[src/rtl/pc_seq_pkg.sv]
// Shared types and defaults for the PC sequencer and its next-PC datapath.
// Both the sequencer FSM and the pipelined core import this package.
package pc_seq_pkg;

  typedef enum logic [1:0] {
    ST_RESET  = 2'd0,
    ST_FETCH  = 2'd1,
    ST_EXEC   = 2'd2,
    ST_HALTED = 2'd3
  } state_e;

  typedef enum logic [2:0] {
    SEL_SEQ,
    SEL_BRANCH,
    SEL_JUMP,
    SEL_HOLD,
    SEL_EXC
  } pc_sel_e;

  localparam logic [31:0] DEF_RESET_VECTOR = 32'h0000_0000;
  localparam logic [31:0] DEF_EXC_VECTOR   = 32'h0000_0080;
  localparam int          WAIT_W           = 8;

endpackage

[src/rtl/pc_sequencer_if.sv]
// Fetch handshake, execute-completion and PC status signals of the sequencer.
// The master modport is the sequencer; the slave side is imem plus the datapath.
interface pc_sequencer_if;
  import pc_seq_pkg::*;

  logic        imem_req;
  logic        imem_ack;
  logic        ir_load;
  logic        exec_done;
  logic        halt;
  logic        jump;
  logic [25:0] jump_index;
  logic        br_taken;
  logic [31:0] br_offset;
  logic [31:0] pc;
  state_e      state;
  logic [31:0] retired;
  logic        timeout;

  modport master (
    output imem_req, ir_load, pc, state, retired, timeout,
    input  imem_ack, exec_done, halt, jump, jump_index, br_taken, br_offset
  );

  modport slave (
    input  imem_req, ir_load, pc, state, retired, timeout,
    output imem_ack, exec_done, halt, jump, jump_index, br_taken, br_offset
  );

endinterface

[src/rtl/pc_next_calc.sv]
// Combinational next-PC selector: sequential, PC-relative branch, MIPS-style
// jump, hold, or exception vector. All arithmetic wraps modulo 2^32.
module pc_next_calc
  import pc_seq_pkg::*;
(
  input  logic [31:0] i_pc,
  input  pc_sel_e     i_sel,
  input  logic [31:0] i_br_offset,
  input  logic [25:0] i_jump_index,
  input  logic [31:0] i_exc_vector,
  output logic [31:0] o_pc_next
);

  logic [31:0] w_pc4;
  logic [31:0] w_br_disp;

  assign w_pc4     = i_pc + 32'd4;
  assign w_br_disp = i_br_offset << 2;

  always_comb begin
    // NOTE: default assignment first so no path through the case leaves
    // o_pc_next unassigned, which would otherwise infer a latch.
    o_pc_next = i_pc;
    case (i_sel)
      SEL_SEQ:    o_pc_next = w_pc4;
      SEL_BRANCH: o_pc_next = w_pc4 + w_br_disp;
      SEL_JUMP:   o_pc_next = {w_pc4[31:28], i_jump_index, 2'b00};
      SEL_EXC:    o_pc_next = i_exc_vector;
      default:    o_pc_next = i_pc;
    endcase
  end

endmodule

[src/rtl/pc_sequencer.sv]
// Multi-cycle fetch/execute controller owning the program counter: runs the
// imem handshake with a fetch timeout, then waits for exec_done to pick the next PC.
module pc_sequencer
  import pc_seq_pkg::*;
#(
  parameter logic [31:0] RESET_VECTOR = DEF_RESET_VECTOR,
  parameter logic [31:0] EXC_VECTOR   = DEF_EXC_VECTOR,
  parameter int          MAX_WAIT     = 15
) (
  input  logic           clk,
  input  logic           rst_n,
  pc_sequencer_if.master bus
);

  localparam logic [WAIT_W-1:0] WAIT_LAST = WAIT_W'(MAX_WAIT - 1);

  state_e              r_state;
  state_e              w_state_next;
  logic [31:0]         r_pc;
  logic [31:0]         w_pc_next;
  logic [31:0]         r_retired;
  logic                r_timeout;
  logic [WAIT_W-1:0]   r_wait;
  logic [WAIT_W-1:0]   w_wait_next;
  pc_sel_e             w_sel;
  logic                w_retire;
  logic                w_timeout_set;

  // NOTE: sequential state uses non-blocking assignments so every register
  // samples pre-edge values regardless of process ordering.
  always_ff @(posedge clk or negedge rst_n) begin
    if (!rst_n) r_state <= ST_RESET;
    else        r_state <= w_state_next;
  end

  always_comb begin
    w_state_next  = r_state;
    w_sel         = SEL_HOLD;
    w_retire      = 1'b0;
    w_wait_next   = r_wait;
    w_timeout_set = 1'b0;
    case (r_state)
      ST_RESET: w_state_next = ST_FETCH;
      ST_FETCH: begin
        // An ack in the threshold cycle takes precedence over the timeout.
        if (bus.imem_ack) begin
          w_state_next = ST_EXEC;
          w_wait_next  = '0;
        end else if (r_wait == WAIT_LAST) begin
          w_sel         = SEL_EXC;
          w_timeout_set = 1'b1;
          w_wait_next   = '0;
        end else begin
          w_wait_next = r_wait + 1'b1;
        end
      end
      ST_EXEC: begin
        if (bus.exec_done) begin
          if (bus.halt) begin
            w_state_next = ST_HALTED;
          end else begin
            w_state_next = ST_FETCH;
            w_retire     = 1'b1;
            if (bus.jump)          w_sel = SEL_JUMP;
            else if (bus.br_taken) w_sel = SEL_BRANCH;
            else                   w_sel = SEL_SEQ;
          end
        end
      end
      default: w_state_next = r_state;
    endcase
  end

  always_comb begin
    bus.imem_req = 1'b0;
    bus.ir_load  = 1'b0;
    if (r_state == ST_FETCH) begin
      bus.imem_req = 1'b1;
      bus.ir_load  = bus.imem_ack;
    end
  end

  pc_next_calc u_pc_next_calc (
    .i_pc         (r_pc),
    .i_sel        (w_sel),
    .i_br_offset  (bus.br_offset),
    .i_jump_index (bus.jump_index),
    .i_exc_vector (EXC_VECTOR),
    .o_pc_next    (w_pc_next)
  );

  always_ff @(posedge clk or negedge rst_n) begin
    if (!rst_n) begin
      r_pc      <= RESET_VECTOR;
      r_retired <= '0;
      r_timeout <= 1'b0;
      r_wait    <= '0;
    end else begin
      r_pc   <= w_pc_next;
      r_wait <= w_wait_next;
      if (w_retire)      r_retired <= r_retired + 32'd1;
      if (w_timeout_set) r_timeout <= 1'b1;
    end
  end

  assign bus.pc      = r_pc;
  assign bus.state   = r_state;
  assign bus.retired = r_retired;
  assign bus.timeout = r_timeout;

endmodule

[src/flat_wrapper.sv]
// flat-port wrapper written by rule: the top's interface ports become plain ports
module pc_sequencer_flat import pc_seq_pkg::*;
#(
  parameter logic [31:0] RESET_VECTOR = DEF_RESET_VECTOR,
  parameter logic [31:0] EXC_VECTOR   = DEF_EXC_VECTOR,
  parameter int          MAX_WAIT     = 15
)
  (clk, rst_n, bus_imem_req, bus_ir_load, bus_pc, bus_state, bus_retired, bus_timeout, bus_imem_ack, bus_exec_done, bus_halt, bus_jump, bus_jump_index, bus_br_taken, bus_br_offset);
  pc_sequencer_if bus_i ();
  input  logic clk;
  input  logic rst_n;
  output wire logic [$bits(bus_i.imem_req)-1:0] bus_imem_req;
  output wire logic [$bits(bus_i.ir_load)-1:0] bus_ir_load;
  output wire logic [$bits(bus_i.pc)-1:0] bus_pc;
  output wire logic [$bits(bus_i.state)-1:0] bus_state;
  output wire logic [$bits(bus_i.retired)-1:0] bus_retired;
  output wire logic [$bits(bus_i.timeout)-1:0] bus_timeout;
  input wire logic [$bits(bus_i.imem_ack)-1:0] bus_imem_ack;
  input wire logic [$bits(bus_i.exec_done)-1:0] bus_exec_done;
  input wire logic [$bits(bus_i.halt)-1:0] bus_halt;
  input wire logic [$bits(bus_i.jump)-1:0] bus_jump;
  input wire logic [$bits(bus_i.jump_index)-1:0] bus_jump_index;
  input wire logic [$bits(bus_i.br_taken)-1:0] bus_br_taken;
  input wire logic [$bits(bus_i.br_offset)-1:0] bus_br_offset;
  assign bus_imem_req = bus_i.imem_req;
  assign bus_ir_load = bus_i.ir_load;
  assign bus_pc = bus_i.pc;
  assign bus_state = bus_i.state;
  assign bus_retired = bus_i.retired;
  assign bus_timeout = bus_i.timeout;
  assign bus_i.imem_ack = bus_imem_ack;
  assign bus_i.exec_done = bus_exec_done;
  assign bus_i.halt = bus_halt;
  assign bus_i.jump = bus_jump;
  assign bus_i.jump_index = bus_jump_index;
  assign bus_i.br_taken = bus_br_taken;
  assign bus_i.br_offset = bus_br_offset;
  pc_sequencer #(.RESET_VECTOR(RESET_VECTOR), .EXC_VECTOR(EXC_VECTOR), .MAX_WAIT(MAX_WAIT)) u_core (.clk(clk), .rst_n(rst_n), .bus(bus_i));
endmodule
[config.mk]
export PLATFORM = sky130hd
export DESIGN_NAME = pc_sequencer_flat
export DESIGN_NICKNAME = d
export VERILOG_FILES = /design/src/rtl/pc_seq_pkg.sv /design/src/rtl/pc_sequencer_if.sv /design/src/rtl/pc_next_calc.sv /design/src/rtl/pc_sequencer.sv /design/src/flat_wrapper.sv
export SDC_FILE = /design/constraint.sdc
export NUM_CORES = 1
export LEC_CHECK = 0
export CAP_MARGIN = 30
export CORE_UTILIZATION = 50
export CTS_BUF_LIST = sky130_fd_sc_hd__clkbuf_8
export CTS_CLUSTER_DIAMETER = 50
export DETAILED_ROUTE_END_ITERATION = 12
export PLACE_DENSITY = 0.8
export SYNTH_ARGS = -nofsm -noshare
export SYNTH_HDL_FRONTEND = slang
export SYNTH_SLANG_ARGS = --single-unit
[constraint.sdc]
create_clock -name clk -period 4.59 [get_ports clk]
set_clock_uncertainty 0.2 [all_clocks]
set_input_delay 0.459 -clock clk [delete_from_list [all_inputs] [get_ports clk]]
set_output_delay 0.459 -clock clk [all_outputs]
set_load 0.02 [all_outputs]
# Word-level counts from Yosys, hierarchy flattened

Index checks and enable logic that the tools add are counted.

Add/subtract/negate cells: 4
Multiply operators: 0
Reductions and logical operators: 5
Bitwise operators: 0
Div/mod/pow operators: 0
$lt $le $gt $ge: 0
Shifts and indexed selects: 0
Equal/unequal tests: 8
Mux-type cells: 22

Operators with widths:

| kind                                                             | number |
|---|---|
| 32-bit case mux with 4 select lines                              | 1 |
| 32-bit by 1-bit adder with 32-bit output (second input constant) | 1 |
| 32-bit by 3-bit adder with 32-bit output (second input constant) | 1 |
| 32-bit adder                                                     | 1 |
| 8-bit two-way mux                                                | 2 |
| 3-bit two-way mux                                                | 5 |
| 1-bit two-way mux                                                | 9 |
| 8-bit by 1-bit adder with 8-bit output (second input constant)   | 1 |
| 8-bit by 4-bit == test with 1-bit output (second input constant) | 1 |
| 2-bit two-way mux                                                | 3 |
| 2-bit case mux with 3 select lines                               | 1 |
| 3-bit case mux with 2 select lines                               | 1 |
| 2-bit inequality test (second input constant)                    | 2 |
| 4-bit nonzero test                                               | 1 |
| 3-bit by 1-bit == test with 1-bit output (second input constant) | 1 |
| 3-bit by 2-bit == test with 1-bit output (second input constant) | 1 |
| 3-bit == test (second input constant)                            | 1 |
| 3-bit logical NOT                                                | 1 |
| 3-bit AND reduction                                              | 1 |
| 3-bit nonzero test                                               | 1 |
| 2-bit by 1-bit == test with 1-bit output (second input constant) | 1 |
| 2-bit == test (second input constant)                            | 1 |
| 2-bit logical NOT                                                | 1 |

Input port bits: 65
Bits in latches: 0
Memory bits (writable): 0
Flip-flop bits (word level): 75
Memories: 0
Memory bits (read-only): 0

# Depth between registers and ports, before layout

Word-level depth: 7
Depth in mapped cells: 15

# Cells and area by module

Synthesis repeated with hierarchy kept, for this count alone.

Cells, all modules: 745
Area total of the unflattened synthesis: 6267.3 µm²

By module, submodules not included:

| module       | area an instance (µm²) | times used | cells an instance |
|---|---|---|---|
| pc_next_calc | 3305.7                 | 1          | 511 |
| pc_sequencer | 2961.6                 | 1          | 234 |

# Worst setup path after synthesis

No wires, ideal clock.

Kind: register -> register
Start point: register u_core.r_pc[2], in the netlist u_core.bus.pc[2]
End point: register u_core.r_pc[31], in the netlist u_core.bus.pc[31]
Arrival: 3454 ps
Cell stages (with the launch flop): 16
Path slack: 804 ps
Buffers on the path: 1
Clock period less this slack: 3786 ps
Required time: 4258 ps
Setup time: 132 ps
Cells stage by stage: dfrtp_1 > ha_1 > nand2_1 > nor4_4 > and3_1 > nand4_1 > xnor2_1 > ha_1 > clkbuf_1 > a21o_1 > a31o_2 > nor3_1 > a21oi_1 > a311oi_1 > xnor2_1 > o21ai_1

Cells in the longest elaborated chain, start to end: 3

Ends and longest elaborated chain:

| item                                         | line               | text |
|---|---|---|
| from (decl)                                  | pc_sequencer.sv:19 | `logic [31:0] r_pc;` |
| from (signal assigned)                       | pc_sequencer.sv:99 | `r_pc <= w_pc_next;` |
| 32-bit by 3-bit adder with 32-bit output (*) | pc_next_calc.sv:17 | `assign w_pc4 = i_pc + 32'd4;` |
| 32-bit adder                                 | pc_next_calc.sv:26 | `SEL_BRANCH: o_pc_next = w_pc4 + w_br_disp;` |
| 32-bit case mux with 4 select lines (*)      | pc_next_calc.sv:24 | `case (i_sel)` |

Mark *: on every way between the ends. The rest lies on a longest branch, timed or not.
A chain may end at the register's enable or synchronous reset.

# Worst setup path after layout

Start point: register u_core.r_pc[5], in the netlist u_core.bus.pc[5]
End point: register u_core.r_pc[26], in the netlist u_core.bus.pc[26]

The elaborated chain is that of the path after synthesis.

==> results.ini <==
[timing]
period_share_pct = 91.7
max_transition_margin_pct = 39.9
max_freq_mhz = 238
report.final.slew_viol_count = 0
fin_crit_ns = 4.21
post-route-worst-setup-slack_ns = 0.382
rsz0062_at_grt = false
finalSetupTns_ns = 0
final_number_of_hold_violating_endpoints = 0
pin_slew_with_the_least_headroom_to_its_limit_ns = 0.902
setup_viol = 0

[floorplan]
die_h_um = 109
floorplan.die.width_um = 109
placementRows = 38
core_region_area_um2 = 11000
fp.dieArea_um2 = 12000
floorplan.initialDensity_pct = 52.3
num_io_pins = 134

[synth]
synth-seq-cells = 73
post_synth_num_cell_types = 69
async_flop_share_pct = 100
synth-edff-count = 0
post_synthesis_area_per_instance_um2 = 8.56
mappedNetlistArea_um2 = 5770
synthCells = 674
ys.flop_type = dfrtp_1
ys_seq_area_share_pct = 31.6
yosys_warnings = 0

[finish]
most_common_cell_after_layout_fill_and_taps_aside = clkdlybuf4s50_1
mostFrequentLayoutCells = clkdlybuf4s50_1 (128), dfrtp_1 (73), nand2_1 (61)
final.fill_count = 885
final_layout_size_suffix_gt1_share_pct = 5.49
number_of_antenna_repair_diodes = 0
area_growth_syn_to_fin_pct = 28.7
nNetsFinal = 903

[cts]
post-cts-setup-buffer-count = 0
clkSinkCount = 73
cts_inserted_buffers = 9
cts-root-buf = clkbuf_8
clock_insertion_delay_worst_skew_ns = 0.36
clk_pin_slew_ns = 0.09
cts_max_path_buffers = 2
cts_tree = built
cts_hold_buf = 0
htree_num_levels = 3
cts_repair_resize_count = 0

[drt]
routed_wl_um = 16600
detail_route.vias_per_cell = 6.09
drcViolationCount = 0
routed_wire_per_std_cell_um = 17.6
drt_pre_antenna_iters = 6
dr.first_iter.drc_count = 540
route.vias.total = 5728
ant_nets_after_route = 0

[setup_path]
critical-path-slowest-cell = dfrtp_1
setup.worst_path.start_class = flop
worst_path_largest_cell_delay_ns = 0.48
worstPathBufferInverterCount = 0
crit_fanout = 7
worst_ep_arrival_time_ns = 4.25
top_cell_family_by_delay_on_the_critical_path = compound AO/OA/AOI/OAI gates
critical_path.cell_chain = nand2_1 -> nor2_1 -> nand3_1 -> nor3_1 -> nand4_1 -> xnor2_1 -> ha_1 -> a21oi_1 -> o2111ai_1 -> a21oi_1 -> o31ai_1 -> a221oi_2 -> xnor2_1 -> a222oi_1 -> o21ai_1
crit_path_end_kind = flop
worst-setup-path-type = reg -> reg
worst-endpoint-required_ns = 4.63

[outcome]
status = finished, final reports clean

[grt]
largest_net_degree_at_the_start_of_global_routing = 38
grt.overflow.total = 0
grt_antenna_before_repair = 0
grt_use_total_pct = 28.5
vias_in_the_first_global_route = 5548
grt_first_pass_wirelength_um = 26500

[placement]
number_of_buffers_inserted_by_port_buffering = 129
hpwl_dp_um = 12400
place_congestion = 0.918
dp_slack_ns = 0.472

[pwr]
cellLeakagePower_nw = 3.08
power_per_cell_area_nw_per_um2 = 499
vdd_ir_drop_max_uv = 258

[hold_path]
hold_path.class = in -> async

[job]
cap_violations = 0

==> metal layers <==
metal  global-route usage (%)  vias to the layer above  wire [um]
met5                        0                        -          0
met4                     12.8                        0        305
met3                     5.22                       26       1460
met2                     46.9                      271       7730
met1                     36.4                     2706       7060
li1                         -                     2725          -
==> logic make-up after synthesis <==
group | share of synthesized area, %
flops | 31.6
simple gates | 21.6
fa+ha+maj | 9.23
buf+inv | 3.29
compound gates | 21.2
other cells | 0.0650
xor+xnor | 12.4
mux | 0.542
==> synthesized netlist by cell type (3+ instances only) <==
master	instances	area, um^2
nor4_1	4	25.0
o31ai_1	4	30.0
and3_1	15	93.8
nor3_1	11	55.1
o2111ai_1	3	26.3
dfrtp_1	73	1830
a31oi_1	11	68.8
clkbuf_1	19	71.3
nor2_1	55	206
o21bai_1	4	30.0
o22ai_1	5	31.3
o2bb2ai_1	3	26.3
a222oi_1	7	70.1
a21o_1	17	128
nand4_1	16	100
nand3_1	36	180
nor2b_1	7	43.8
nand2_1	61	229
a21oi_1	46	230
o21ai_0	14	70.1
and4_1	12	105
buf_2	7	35.0
o21a_1	5	37.5
a221oi_1	13	114
xnor2_1	60	526
and2_1	3	18.8
nand2b_1	6	37.5
ha_1	41	513
a22oi_1	3	22.5
inv_1	15	56.3
xor2_1	22	193
o21ai_1	29	145
==> state kept, by name, summed over array words and instances, names as in the netlist <==
register            flops
u_core.bus.timeout      1
u_core.r_wait           8
u_core.bus.pc          30
u_core.bus.retired     32
u_core.bus.state        2
==> power breakdown <==
group | switching, mW | internal [mW]
Combinational | 1.26 | 0.911
Clock | 0.274 | 0.306
Sequential | 0.189 | 0.763
==> path summary, 6_finish.rpt <==
| kind | from | endpoint | slack, ns | cells after the start |
|---|---|---|---|---|
| max in group asynchronous | rst_n | u_core.bus.pc[21] | 3.14 | 2 |
| min in group clk | u_core.bus.timeout | u_core.bus.timeout | 0.26 | 1 |
| setup / recovery | u_core.bus.pc[5] | u_core.bus.pc[26] | 0.38 | 15 |
| setup reg to reg | u_core.bus.pc[5] | u_core.bus.pc[26] | 0.38 | 15 |
| hold reg to reg | u_core.bus.timeout | u_core.bus.timeout | 0.26 | 1 |
| hold / removal | rst_n | u_core.bus.retired[7] | 0.01 | 1 |
==> stage by stage <==
step                util [%]  hold WS [ns]  power [mW]  std cells  cell area [um^2]
CTS                     67.3        0.0469        3.68        941              7430
floorplan                  -       -0.0366        2.41        675              5780
detailed placement      65.4         0.253        3.10        925              7210
global route            67.3        0.0816        3.97        941              7430
finish                  67.3        0.0146        3.70        941              7430
global placement        65.2         0.244        3.04        924              7190
==> worst register-to-register path, delay by kind of cell (launching register included) <==
family          cells  cell delay, ns
fa+ha+maj           1            0.36
compound gates      7            1.47
flops               1            0.48
simple gates        5            1.29
xor+xnor            2            0.30
==> cell type report <==
| type | count | area, um^2 | area share, % |
|---|---|---|---|
| Clock buffer | 9 | 124 | 1.67 |
| Clock inverter | 7 | 93.8 | 1.26 |
| Inverter | 16 | 60.1 | 0.809 |
| Multi-Input combinational cell | 556 | 3770 | 50.8 |
| Sequential cell | 73 | 1830 | 24.6 |
| Tap cell | 140 | 175 | 2.36 |
| Timing Repair Buffer | 140 | 1380 | 18.5 |
(Power assumes the default switching activity.)
